==> src/rtl/vga_frame_scheduler_if.sv <==
// Purpose : connection bundle between the requester (CPU-side writer plus the
//           video sync source) and vga_frame_scheduler.
// Signals : vs         - active-low vertical sync
//           wr_en      - shadow write strobe
//           wr_addr    - shadow word index
//           wr_data    - shadow write data
//           wr_err     - one-cycle pulse, out-of-range write dropped
//           commit_req - level request to commit shadow to active
//           commit_ack - one-cycle pulse, commit done
//           pending    - commit armed, waiting for the next frame
//           act_bus    - active words, word i at [W*i +: W]
//           mode_chg   - one-cycle pulse with commit_ack on a mode-field change
//           frame_cnt  - count of vs falling edges
// Modports: master = requester side, slave = scheduler side.
interface vga_frame_scheduler_if #(
  parameter int unsigned NREG = 11,
  parameter int unsigned W    = 32
);
  localparam int unsigned AW  = 4;
  localparam int unsigned FCW = 16;

  logic                vs;
  logic                wr_en;
  logic [AW-1:0]       wr_addr;
  logic [W-1:0]        wr_data;
  logic                wr_err;
  logic                commit_req;
  logic                commit_ack;
  logic                pending;
  logic [NREG*W-1:0]   act_bus;
  logic                mode_chg;
  logic [FCW-1:0]      frame_cnt;

  modport master (
    output vs, wr_en, wr_addr, wr_data, commit_req,
    input  wr_err, commit_ack, pending, act_bus, mode_chg, frame_cnt
  );

  modport slave (
    input  vs, wr_en, wr_addr, wr_data, commit_req,
    output wr_err, commit_ack, pending, act_bus, mode_chg, frame_cnt
  );
endinterface

==> src/rtl/vga_frame_scheduler.sv <==
// Purpose : holds the game-state words seen by the VGA pixel processors.
//           CPU writes land in a shadow file; a four-phase commit handshake
//           copies the whole shadow file into the active file on the next
//           vertical-sync falling edge, so a frame never shows a torn update.
//           Also counts frames and flags screen-mode changes.
// Ports   : vga_clk - pixel clock, the only clock
//           reset   - synchronous, active-high reset
//           bus     - vga_frame_scheduler_if.slave (writes, commit handshake,
//                     active word bus, frame counter, mode-change pulse)
// All logic runs in the vga_clk domain; the requester synchronises its inputs.
module vga_frame_scheduler #(
  parameter int unsigned NREG     = 11,
  parameter int unsigned W        = 32,
  parameter int unsigned MODE_IDX = 10
) (
  input  logic                 vga_clk,
  input  logic                 reset,
  vga_frame_scheduler_if.slave bus
);

  localparam int unsigned FCW = 16;
  localparam int unsigned MW  = 3;

  typedef enum logic [1:0] {
    ST_IDLE     = 2'd0,
    ST_ARMED    = 2'd1,
    ST_COMMIT   = 2'd2,
    ST_WAIT_LOW = 2'd3
  } state_t;

  state_t          state_q;
  logic [W-1:0]    shadow_q [NREG];
  logic [W-1:0]    active_q [NREG];
  logic            vs_prev_q;
  logic            wr_err_q;
  logic            commit_ack_q;
  logic            mode_chg_q;
  logic            pending_q;
  logic [FCW-1:0]  frame_cnt_q;

  logic            vs_fall;
  logic            wr_in_range;
  logic            mode_differs;

  // vs is active low: a frame starts when it goes 1 -> 0.
  assign vs_fall      = vs_prev_q & ~bus.vs;
  assign wr_in_range  = 32'(bus.wr_addr) < NREG;
  assign mode_differs = shadow_q[MODE_IDX][W-1 -: MW] != active_q[MODE_IDX][W-1 -: MW];

  // Sync edge detect, frame counter, shadow writes and commit handshake.
  always_ff @(posedge vga_clk) begin
    if (reset) begin
      state_q      <= ST_IDLE;
      shadow_q     <= '{default: '0};
      active_q     <= '{default: '0};
      vs_prev_q    <= 1'b0;
      wr_err_q     <= 1'b0;
      commit_ack_q <= 1'b0;
      mode_chg_q   <= 1'b0;
      pending_q    <= 1'b0;
      frame_cnt_q  <= '0;
    end else begin
      vs_prev_q    <= bus.vs;
      wr_err_q     <= bus.wr_en & ~wr_in_range;
      commit_ack_q <= 1'b0;
      mode_chg_q   <= 1'b0;

      if (vs_fall) begin
        frame_cnt_q <= frame_cnt_q + FCW'(1);
      end

      // Writes are accepted in every state; a write on the copying edge
      // lands in shadow only, the copy below sees the pre-edge shadow.
      for (int unsigned i = 0; i < NREG; i++) begin
        if (bus.wr_en && (bus.wr_addr == 4'(i))) begin
          shadow_q[i] <= bus.wr_data;
        end
      end

      case (state_q)
        ST_IDLE: begin
          // A vs_fall in the request cycle is ignored; wait for the next frame.
          if (bus.commit_req) begin
            state_q   <= ST_ARMED;
            pending_q <= 1'b1;
          end
        end
        ST_ARMED: begin
          if (!bus.commit_req) begin
            state_q   <= ST_IDLE;
            pending_q <= 1'b0;
          end else if (vs_fall) begin
            active_q     <= shadow_q;
            commit_ack_q <= 1'b1;
            mode_chg_q   <= mode_differs;
            pending_q    <= 1'b0;
            state_q      <= ST_COMMIT;
          end
        end
        ST_COMMIT: begin
          state_q <= ST_WAIT_LOW;
        end
        ST_WAIT_LOW: begin
          // Four-phase: the request must drop before another commit can arm.
          if (!bus.commit_req) begin
            state_q <= ST_IDLE;
          end
        end
        default: begin
          state_q   <= ST_IDLE;
          pending_q <= 1'b0;
        end
      endcase
    end
  end

  // Active file only changes on a commit, so it is safe to drive downstream directly.
  for (genvar g = 0; g < NREG; g++) begin : g_act
    assign bus.act_bus[W*g +: W] = active_q[g];
  end

  assign bus.wr_err     = wr_err_q;
  assign bus.commit_ack = commit_ack_q;
  assign bus.mode_chg   = mode_chg_q;
  assign bus.pending    = pending_q;
  assign bus.frame_cnt  = frame_cnt_q;

endmodule

==> src/flat_wrapper.sv <==
// flat-port wrapper written by rule: the top's interface ports become plain ports
module vga_frame_scheduler_flat 
#(
  parameter int unsigned NREG     = 11,
  parameter int unsigned W        = 32,
  parameter int unsigned MODE_IDX = 10
)
  (vga_clk, reset, bus_vs, bus_wr_en, bus_wr_addr, bus_wr_data, bus_commit_req, bus_wr_err, bus_commit_ack, bus_pending, bus_act_bus, bus_mode_chg, bus_frame_cnt);
  vga_frame_scheduler_if #(.NREG(NREG), .W(W)) bus_i ();
  input  logic vga_clk;
  input  logic reset;
  input wire logic [$bits(bus_i.vs)-1:0] bus_vs;
  input wire logic [$bits(bus_i.wr_en)-1:0] bus_wr_en;
  input wire logic [$bits(bus_i.wr_addr)-1:0] bus_wr_addr;
  input wire logic [$bits(bus_i.wr_data)-1:0] bus_wr_data;
  input wire logic [$bits(bus_i.commit_req)-1:0] bus_commit_req;
  output wire logic [$bits(bus_i.wr_err)-1:0] bus_wr_err;
  output wire logic [$bits(bus_i.commit_ack)-1:0] bus_commit_ack;
  output wire logic [$bits(bus_i.pending)-1:0] bus_pending;
  output wire logic [$bits(bus_i.act_bus)-1:0] bus_act_bus;
  output wire logic [$bits(bus_i.mode_chg)-1:0] bus_mode_chg;
  output wire logic [$bits(bus_i.frame_cnt)-1:0] bus_frame_cnt;
  assign bus_i.vs = bus_vs;
  assign bus_i.wr_en = bus_wr_en;
  assign bus_i.wr_addr = bus_wr_addr;
  assign bus_i.wr_data = bus_wr_data;
  assign bus_i.commit_req = bus_commit_req;
  assign bus_wr_err = bus_i.wr_err;
  assign bus_commit_ack = bus_i.commit_ack;
  assign bus_pending = bus_i.pending;
  assign bus_act_bus = bus_i.act_bus;
  assign bus_mode_chg = bus_i.mode_chg;
  assign bus_frame_cnt = bus_i.frame_cnt;
  vga_frame_scheduler #(.NREG(NREG), .W(W), .MODE_IDX(MODE_IDX)) u_core (.vga_clk(vga_clk), .reset(reset), .bus(bus_i));
endmodule
==> config.mk <==
export PLATFORM = sky130hd
export DESIGN_NAME = vga_frame_scheduler_flat
export DESIGN_NICKNAME = d
export VERILOG_FILES = /design/src/rtl/vga_frame_scheduler_if.sv /design/src/rtl/vga_frame_scheduler.sv /design/src/flat_wrapper.sv
export SDC_FILE = /design/constraint.sdc
export NUM_CORES = 1
export LEC_CHECK = 0
export ABC_AREA = 1
export ABC_CLOCK_PERIOD_IN_PS = 1700
export BUFFER_PORTS_ARGS = -buffer_cell sky130_fd_sc_hd__buf_2
export CORE_ASPECT_RATIO = 0.7
export CORE_MARGIN = 1
export CORE_UTILIZATION = 31
export CTS_BUF_LIST = sky130_fd_sc_hd__clkbuf_16
export CTS_CLUSTER_DIAMETER = 30
export DETAILED_ROUTE_END_ITERATION = 7
export PLACE_DENSITY = 0.59
export SYNTH_ARGS = -nofsm -noshare
export SYNTH_HDL_FRONTEND = slang
export SYNTH_SLANG_ARGS = --single-unit
export TNS_END_PERCENT = 20
==> constraint.sdc <==
create_clock -name vga_clk -period 1.7 [get_ports vga_clk]
set_input_delay 0.34 -clock vga_clk [delete_from_list [all_inputs] [get_ports vga_clk]]
set_output_delay 0.34 -clock vga_clk [all_outputs]
set_load 0.02 [all_outputs]
* After elaboration in Yosys (flattened, before gate mapping)
Cells that the tools add are included.
** Storage, ports and cells
- Flip-flop bits (word level) :: 727
- Input port bits :: 41
- Output and inout port bits :: 372
- Logic and storage cells :: 84
** Operators by class
- $add $sub $neg :: 1
- $lt $le $gt $ge :: 1
- Equality and inequality tests :: 17
- Mux-type cells :: 10
- Bitwise operators :: 7
- Reduce and logical (&&, ||, !) cells :: 19
** Operator list (number)
- 16-bit by 1-bit adder with 16-bit output (second input constant) :: 1
- 4-bit by 3-bit == test with 1-bit output (second input constant) :: 4
- 4-bit == test (second input constant) :: 3
- 1-bit logical AND :: 11
- 3-bit AND reduction :: 3
- 4-bit by 2-bit == test with 1-bit output (second input constant) :: 2
- 2-bit 2-to-1 mux :: 4
- 2-bit case mux with 4 select lines :: 1
- 1-bit NOT :: 5
- 2-bit == test (second input constant) :: 2
- 4-bit by 1-bit == test with 1-bit output (second input constant) :: 1
- 4-bit zero test :: 1
- 4-bit less-than comparator (second input constant) :: 1
- 1-bit 2-to-1 mux :: 4
- 2-bit != test (second input constant) :: 2
- 4-bit OR reduction :: 1
- 3-bit by 2-bit != test with 1-bit output (second input constant) :: 1
- 3-bit != test :: 1
- 3-bit OR reduction :: 1
- 1-bit bitwise AND :: 2
- 2-bit by 1-bit == test with 1-bit output (second input constant) :: 1
- 2-bit zero test :: 1
- 1-bit case mux with 2 select lines :: 1
- 2-bit nonzero test :: 1

* Logic depth before layout (Yosys ltp)
Gate-level depths: netlist (run 1).
- Word-level depth :: 5
- Mapped depth :: 9

* Worst setup path before layout (run 1)
Ideal clock, no wire load.
- Path kind :: reg2reg
- Start point :: register u_core.frame_cnt_q[0] (netlist: u_core.bus.frame_cnt[0])
- End point :: register u_core.frame_cnt_q[6] (netlist: u_core.bus.frame_cnt[6])
- Arrival time :: 1276 ps
- Data required time :: 1581 ps
- Path slack :: 305 ps
- Stages on the path, launching flop included :: 7
- Period minus slack after synthesis :: 1395 ps
- Cells stage by stage :: dfxtp_1 ha_1 nand3_1 nor2_1 nand2_1 o21ai_0 a21oi_1
** Between the ends
- Word-level cells in the longest chain between the ends :: 1
** Ends and longest elaborated chain
- from (decl) :: RTL line vga_frame_scheduler.sv:39 : logic [FCW-1:0] frame_cnt_q;
- from (signal assigned) :: RTL line vga_frame_scheduler.sv:69 : frame_cnt_q <= frame_cnt_q + FCW'(1);
- 16-bit by 1-bit adder with 16-bit output :: RTL line vga_frame_scheduler.sv:69
No other way between the ends.
A chain may end at the register's enable or synchronous reset.

* Worst setup path in the final report (run 1)
- Start point :: register u_core.state_q[0]
- End point :: register u_core.active_q, in the netlist u_core.bus.act_bus[88]
** Between the ends
- Word-level cells in the longest chain between the ends :: 2
** Ends and longest elaborated chain
- from (decl) :: RTL line vga_frame_scheduler.sv:31 : state_t state_q;
- from (signal assigned) :: RTL line vga_frame_scheduler.sv:53 : state_q <= ST_IDLE;
- from (signal assigned) :: RTL line vga_frame_scheduler.sv:84 : state_q <= ST_ARMED;
- from (signal assigned) :: RTL line vga_frame_scheduler.sv:90 : state_q <= ST_IDLE;
- 2-bit by 1-bit == test with 1-bit output :: RTL line vga_frame_scheduler.sv:80 : case (state_q)
- 3-bit AND reduction (no line)
- to (signal assigned) :: RTL line vga_frame_scheduler.sv:93 : active_q <= shadow_q;
- to (decl) :: RTL line vga_frame_scheduler.sv:33 : logic [W-1:0] active_q [NREG];
No other way between the ends.

==> flow_summary.ini, run 1 <==
[timing]
setup_viol = 0
clock-skew-final_ns = 0.0195
worst_slew_pin_slew_ns = 0.798
post-route-period-util_pct = 97.3
finalHoldViolCount = 0
slew_violations = 0
grt_setup_unrepaired = yes
slew-limit-headroom_pct = 46.8
max_clock_freq_ghz = 0.605
period_minus_slack_ns = 1.65

[power_and_ir_drop]
peakVddDrop_mv = 0.808
total_power_mw = 42.7
cellLeakagePower_nw = 15.8
power.density_mw_per_mm2 = 1300

[die]
rows = 87
fp.dieW_um = 343
initial_core_util_pct = 31.3
coreArea_mm2 = 0.0806
die_h_um = 241
dieArea_mm2 = 0.0825
num_io_pins = 413

[yosys]
ys.flop_type = dfxtp_1
synth.area.top_cells = dfxtp_1, nor2_1, o21ai_0, a21oi_1, clkbuf_1
synth_seq_cells = 727
synthDominantCellAreaShare_pct = 57.7
syn_area_mm2 = 0.0252
yosys.cell_types.count = 30
ys_warn_count = 0
synth_top_cell_by_area = dfxtp_1
async_flop_share_pct = 0
synthCells = 3197
synth_area_per_cell_um2 = 7.88
syn-num-nets = 3239
synth.yosys.seq_area_share_pct = 57.7
synth_edf_count = 0

[clock_tree]
cts_tree = yes
root_buffer = clkbuf_16
cts.reportedPaths.clkPinSlew_ns = 0.05
ctsHtreeMaxLevel = 3
clkLatencyLatePin_ns = 0.66
cts_num_sinks = 727
clk_path_buf_depth = 3
numCtsBuffers = 117

[critical_path]
cp-end-kind = flop
critPathBufInv = 4
start_kind = flop
crit_required_ns = 2.24
path_delay_family = simple AND/OR/NAND/NOR gates
cpPeakStageDelay_ns = 0.33
worstSetupPathType = flop to flop
cp_cell_sequence = inv_1 > nor2_2 > nand2_2 > nor2_4 > buf_12 > inv_8 > buf_12 > nor2_1 > nor2_1
cpMaxStageDelayCell = dfxtp_1
arrival_ns = 2.20
cp_max_fo = 50

[route]
routedWlPerCell_um = 19.2
wl_um = 91200
num_vias = 22527
ant_nets = 0
avgViaCountPerCell = 4.75
drt_first_pass_iters = 8
drc = 44
drt_iter0_drc = 2042

[global_route]
overflow = 0
grt_first_pass_wirelength_um = 130000
grt_max_degree = 141
grt_pass1_vias = 20126
antenna_found_initial = 20
grt_usage_pct = 21.2

[final_layout]
finalNonFillerCells = 4747
final_common_cell = nor2_1
drive_gt1_share_pct = 20.4
synthToLayoutAreaGrowth_pct = 30.8
nNetsFinal = 3625
final_util_pct = 40.9
register_area_mm2 = 0.0146
mostFrequentLayoutCells = nor2_1, dfxtp_1, o21ai_0
nFillCells = 8151
multiInputGateArea_mm2 = 0.00920

[place]
port_buffers = 412
routabilityCongestion = 0.807
placedCellCount = 4519
hpwl_um = 56400

[outcome]
status = finished, violations left
violations = design-rule violations

[run]
cap_viol_max_count = 0

[hold_path]
hp-class = input port to flop
worst paths after layout:
kind                                           from                              endpoint  slack (ns)  cells after the start
hold reg to reg   u_core.shadow_q[254]$_SDFFE_PP0P_  u_core.bus.act_bus[126]$_SDFFE_PP0P_        0.44                      2
setup / recovery     u_core.state_q[0]$_SDFFE_PP0P_   u_core.bus.act_bus[88]$_SDFFE_PP0P_        0.05                      9
setup reg to reg     u_core.state_q[0]$_SDFFE_PP0P_   u_core.bus.act_bus[88]$_SDFFE_PP0P_        0.05                      9
hold / removal                       bus_commit_req                                  flop        0.06                      4
cells in the mapped netlist (2+ instances only):
master and count:
a21oi_1 136, buf_2 106, buf_4 3, clkbuf_1 146
dfxtp_1 727, inv_1 89, inv_2 15, nand2_1 37
nand3_1 9, nand4_1 7, nor2_1 1179, nor2_2 3
nor2_4 7, nor3_1 5, nor3_2 2, o21ai_0 639
o21ai_1 70, or2_2 2, xnor2_1 3, xor2_1 2
cells by family (layout without fill, tap and decap cells):
kind of cell	after synthesis	after routing	share of synthesized area (%)
AO/OA/AOI/OAI	851	851	17.0
XOR/XNOR	5	5	0.174
adder cells (fa/ha/maj)	1	1	0.0496
buffers and inverters	359	840	5.92
flip-flops	727	727	57.7
other	0	1	0
AND/OR/NAND/NOR	1254	1254	19.2
power breakdown:
| part | internal [mW] | total [mW] | leakage, nW | switching (mW) |
|---|---|---|---|---|
| registers | 17.4 | 17.6 | 5.88 | 0.173 |
| clock network | 14.6 | 23.3 | 1.90 | 8.73 |
| logic | 0.534 | 1.91 | 8.00 | 1.37 |
| total | 32.5 | 42.7 | 15.8 | 10.3 |
timing repair:
item                                    in CTS  in global routing
endpoints found under the setup margin       0                211
gates resized for setup                      0                 26
hold endpoints to repair                     6                  0
hold buffers                                 6                  0
setup buffers                                0                  4
layer usage:
layer | wire length, um | GRT usage [%] | vias to the layer above
met3 | 8160 | 5.65 | 148
met1 | 41900 | 30.5 | 10453
met2 | 38800 | 30.8 | 808
met5 | 80 | 0 | -
met4 | 2240 | 6.55 | 12
li1 | - | - | 11106
stage by stage:
step	area (um2)	hold WS, ns	setup slack (ns)	TNS, ns
floorplan	25200	0.429	0.305	0
global placement	28800	0.440	0.0395	0
detailed placement	28800	0.441	0.0497	0
CTS	32800	0.00198	0.0113	0
global route	33000	0.0447	-0.0418	-0.636
finish	33000	0.0645	0.0461	0
final cells by class:
class	instances	area share (%)
Multi-Input combinational cell	2111	27.9
Sequential cell	727	44.1
Tap cell	1068	4.05
Antenna cell	1	0.00759
Inverter	104	1.25
Clock inverter	96	2.86
Clock buffer	118	8.96
Timing Repair Buffer	522	10.8
registers in the layout (all words and copies together) (netlist names), named ones only:
| name | count |
|---|---|
| u_core.bus.act_bus | 352 |
| u_core.shadow_q | 352 |
| u_core.bus.frame_cnt | 16 |
| u_core.bus.commit_ack | 1 |
| u_core.bus.mode_chg | 1 |
| u_core.bus.pending | 1 |
| u_core.bus.wr_err | 1 |
| u_core.state_q | 1 |
| u_core.vs_prev_q | 1 |
worst reg2reg max path: cells and delay by family (launching register included):
kind	cells	cell delay, ns
flops	1	0.33
simple gates	5	0.62
buf+inv	4	0.58
Power figures use the tool's default switching activity.
==> inputs of run 2 (changes only) <==
- CORE_MARGIN: 1 -> 2
==> flow_summary.ini, run 2 (synthesis results as in run 1) <==
[critical_path]
arrival_ns = 1.32
reg2reg_depth = 9
crit_cells = 1
crit_required_ns = 1.36
start_kind = flop
cp-end-kind = output pin
regToRegEndpoint = u_core.bus.act_bus[339]$_SDFFE_PP0P_
critPathBufInv = 1
reg2reg_from = u_core.state_q[0]$_SDFFE_PP0P_
worstSetupPathType = flop to output pin
cp_max_fo = 2
r2r_slack_ns = 0.06
cpPeakStageDelay_ns = 0.43
cp_cell_sequence = buf_2
path_delay_family = flip-flops
cpMaxStageDelayCell = dfxtp_1

[final_layout]
nFillCells = 8105
finalNonFillerCells = 4786
mostFrequentLayoutCells = nor2_1, dfxtp_1, o21ai_0
drive_gt1_share_pct = 21.2
final_util_pct = 41.6
synthToLayoutAreaGrowth_pct = 33.1
nNetsFinal = 3657
final_common_cell = nor2_1

[timing]
slew-limit-headroom_pct = 45.7
slew_violations = 0
post-route-period-util_pct = 97.8
final.setup.worst_slack_ns = 0.0372
max_clock_freq_ghz = 0.601
grt_setup_unrepaired = yes
clock-skew-final_ns = 0.0260
worst_slew_pin_slew_ns = 0.815
tns_ns = 0
period_minus_slack_ns = 1.66
finalHoldViolCount = 0
setup_viol = 0

[global_route]
grt_usage_pct = 21.1
grt_first_pass_wirelength_um = 133000
overflow = 0
grt_max_degree = 79
grt_pass1_vias = 20540
antenna_found_initial = 18

[clock_tree]
cts_num_sinks = 727
numCtsBuffers = 119
clkLatencyLatePin_ns = 0.69
root_buffer = clkbuf_16
clk_path_buf_depth = 3
cts.reportedPaths.clkPinSlew_ns = 0.06
cts_tree = yes
ctsHtreeMaxLevel = 3

[power_and_ir_drop]
peakVddDrop_mv = 0.827
power.density_mw_per_mm2 = 1310
cellLeakagePower_nw = 16.1

[route]
drt_iter0_drc = 1968
avgViaCountPerCell = 4.79
routedWlPerCell_um = 19.3
num_vias = 22935
wl_um = 92400
ant_nets = 0
drc = 0
drt_first_pass_iters = 5

[die]
rows = 87
dieArea_mm2 = 0.0836
coreArea_mm2 = 0.0806
fp.dieW_um = 345
initial_core_util_pct = 31.3
num_io_pins = 413
die_h_um = 243

[hold_path]
hp-class = input port to flop
holdPathEnd = u_core.shadow_q[110]$_SDFFE_PP0P_
whs_path_depth = 3
worstHoldStart = bus_wr_data[14]

[place]
post-place-ws_ns = -0.0652
port_buffers = 412
routabilityCongestion = 0.815
hpwl_um = 58300
placedCellCount = 4546

[outcome]
status = complete, no violations

[run]
cap_viol_max_count = 0
==> run 2: layer usage <==
layer	GRT usage [%]	routed length (um)	vias up
li1	-	-	11182
met1	31.2	43900	10817
met2	30.7	39500	815
met3	4.11	7050	117
met4	6.05	1920	4
met5	0	23	-
==> run 2: per-stage QoR <==
step           hold slack [ns]  power [mW]  instance area (um2)
3_3_place_gp             0.439        19.8                29100
4_1_cts                 0.0417        44.4                33300
2_1_floorplan            0.429        18.8                25200
5_1_grt                 0.0636        45.4                33500
3_5_place_dp             0.442        19.8                29100
6_report                0.0826        44.0                33500
==> run 2: power by group <==
part	internal [mW]	switching (mW)
sequential	17.4	0.173
clock	15.5	9.05
combinational	0.586	1.38
total	33.4	10.6
==> run 2: worst max-delay path by stage <==
stage | start | to
floorplan | u_core.bus.frame_cnt[0]$_SDFFE_PP0P_ | u_core.bus.frame_cnt[6]$_SDFFE_PP0P_
global placement | bus_wr_addr[2] | u_core.shadow_q[278]$_SDFFE_PP0P_
detailed placement | bus_wr_addr[1] | u_core.shadow_q[143]$_SDFFE_PP0P_
CTS | u_core.bus.act_bus[63]$_SDFFE_PP0P_ | bus_act_bus[63]
global route | bus_wr_addr[2] | u_core.shadow_q[97]$_SDFFE_PP0P_
finish | u_core.bus.act_bus[289]$_SDFFE_PP0P_ | bus_act_bus[289]
==> run 2: timing repair <==
item	in CTS	in global routing
cloned	0	6
pin swaps	0	5
endpoints found under the hold margin	10	0
hold buffers	7	0
endpoints found under the setup margin	1	277
buffers inserted	0	3
resized for setup	1	31
==> run 2: area by class of cell <==
type,count,area (um2),share of cell area (%)
antenna,2,5.00,0.0149
inverter,104,417,1.24
sequential,727,14600,43.4
clock buffer,120,3000,8.95
timing repair buffer,552,3920,11.7
clock inverter,102,1120,3.33
tap,1068,1340,3.98
multi-input combinational,2111,9190,27.4
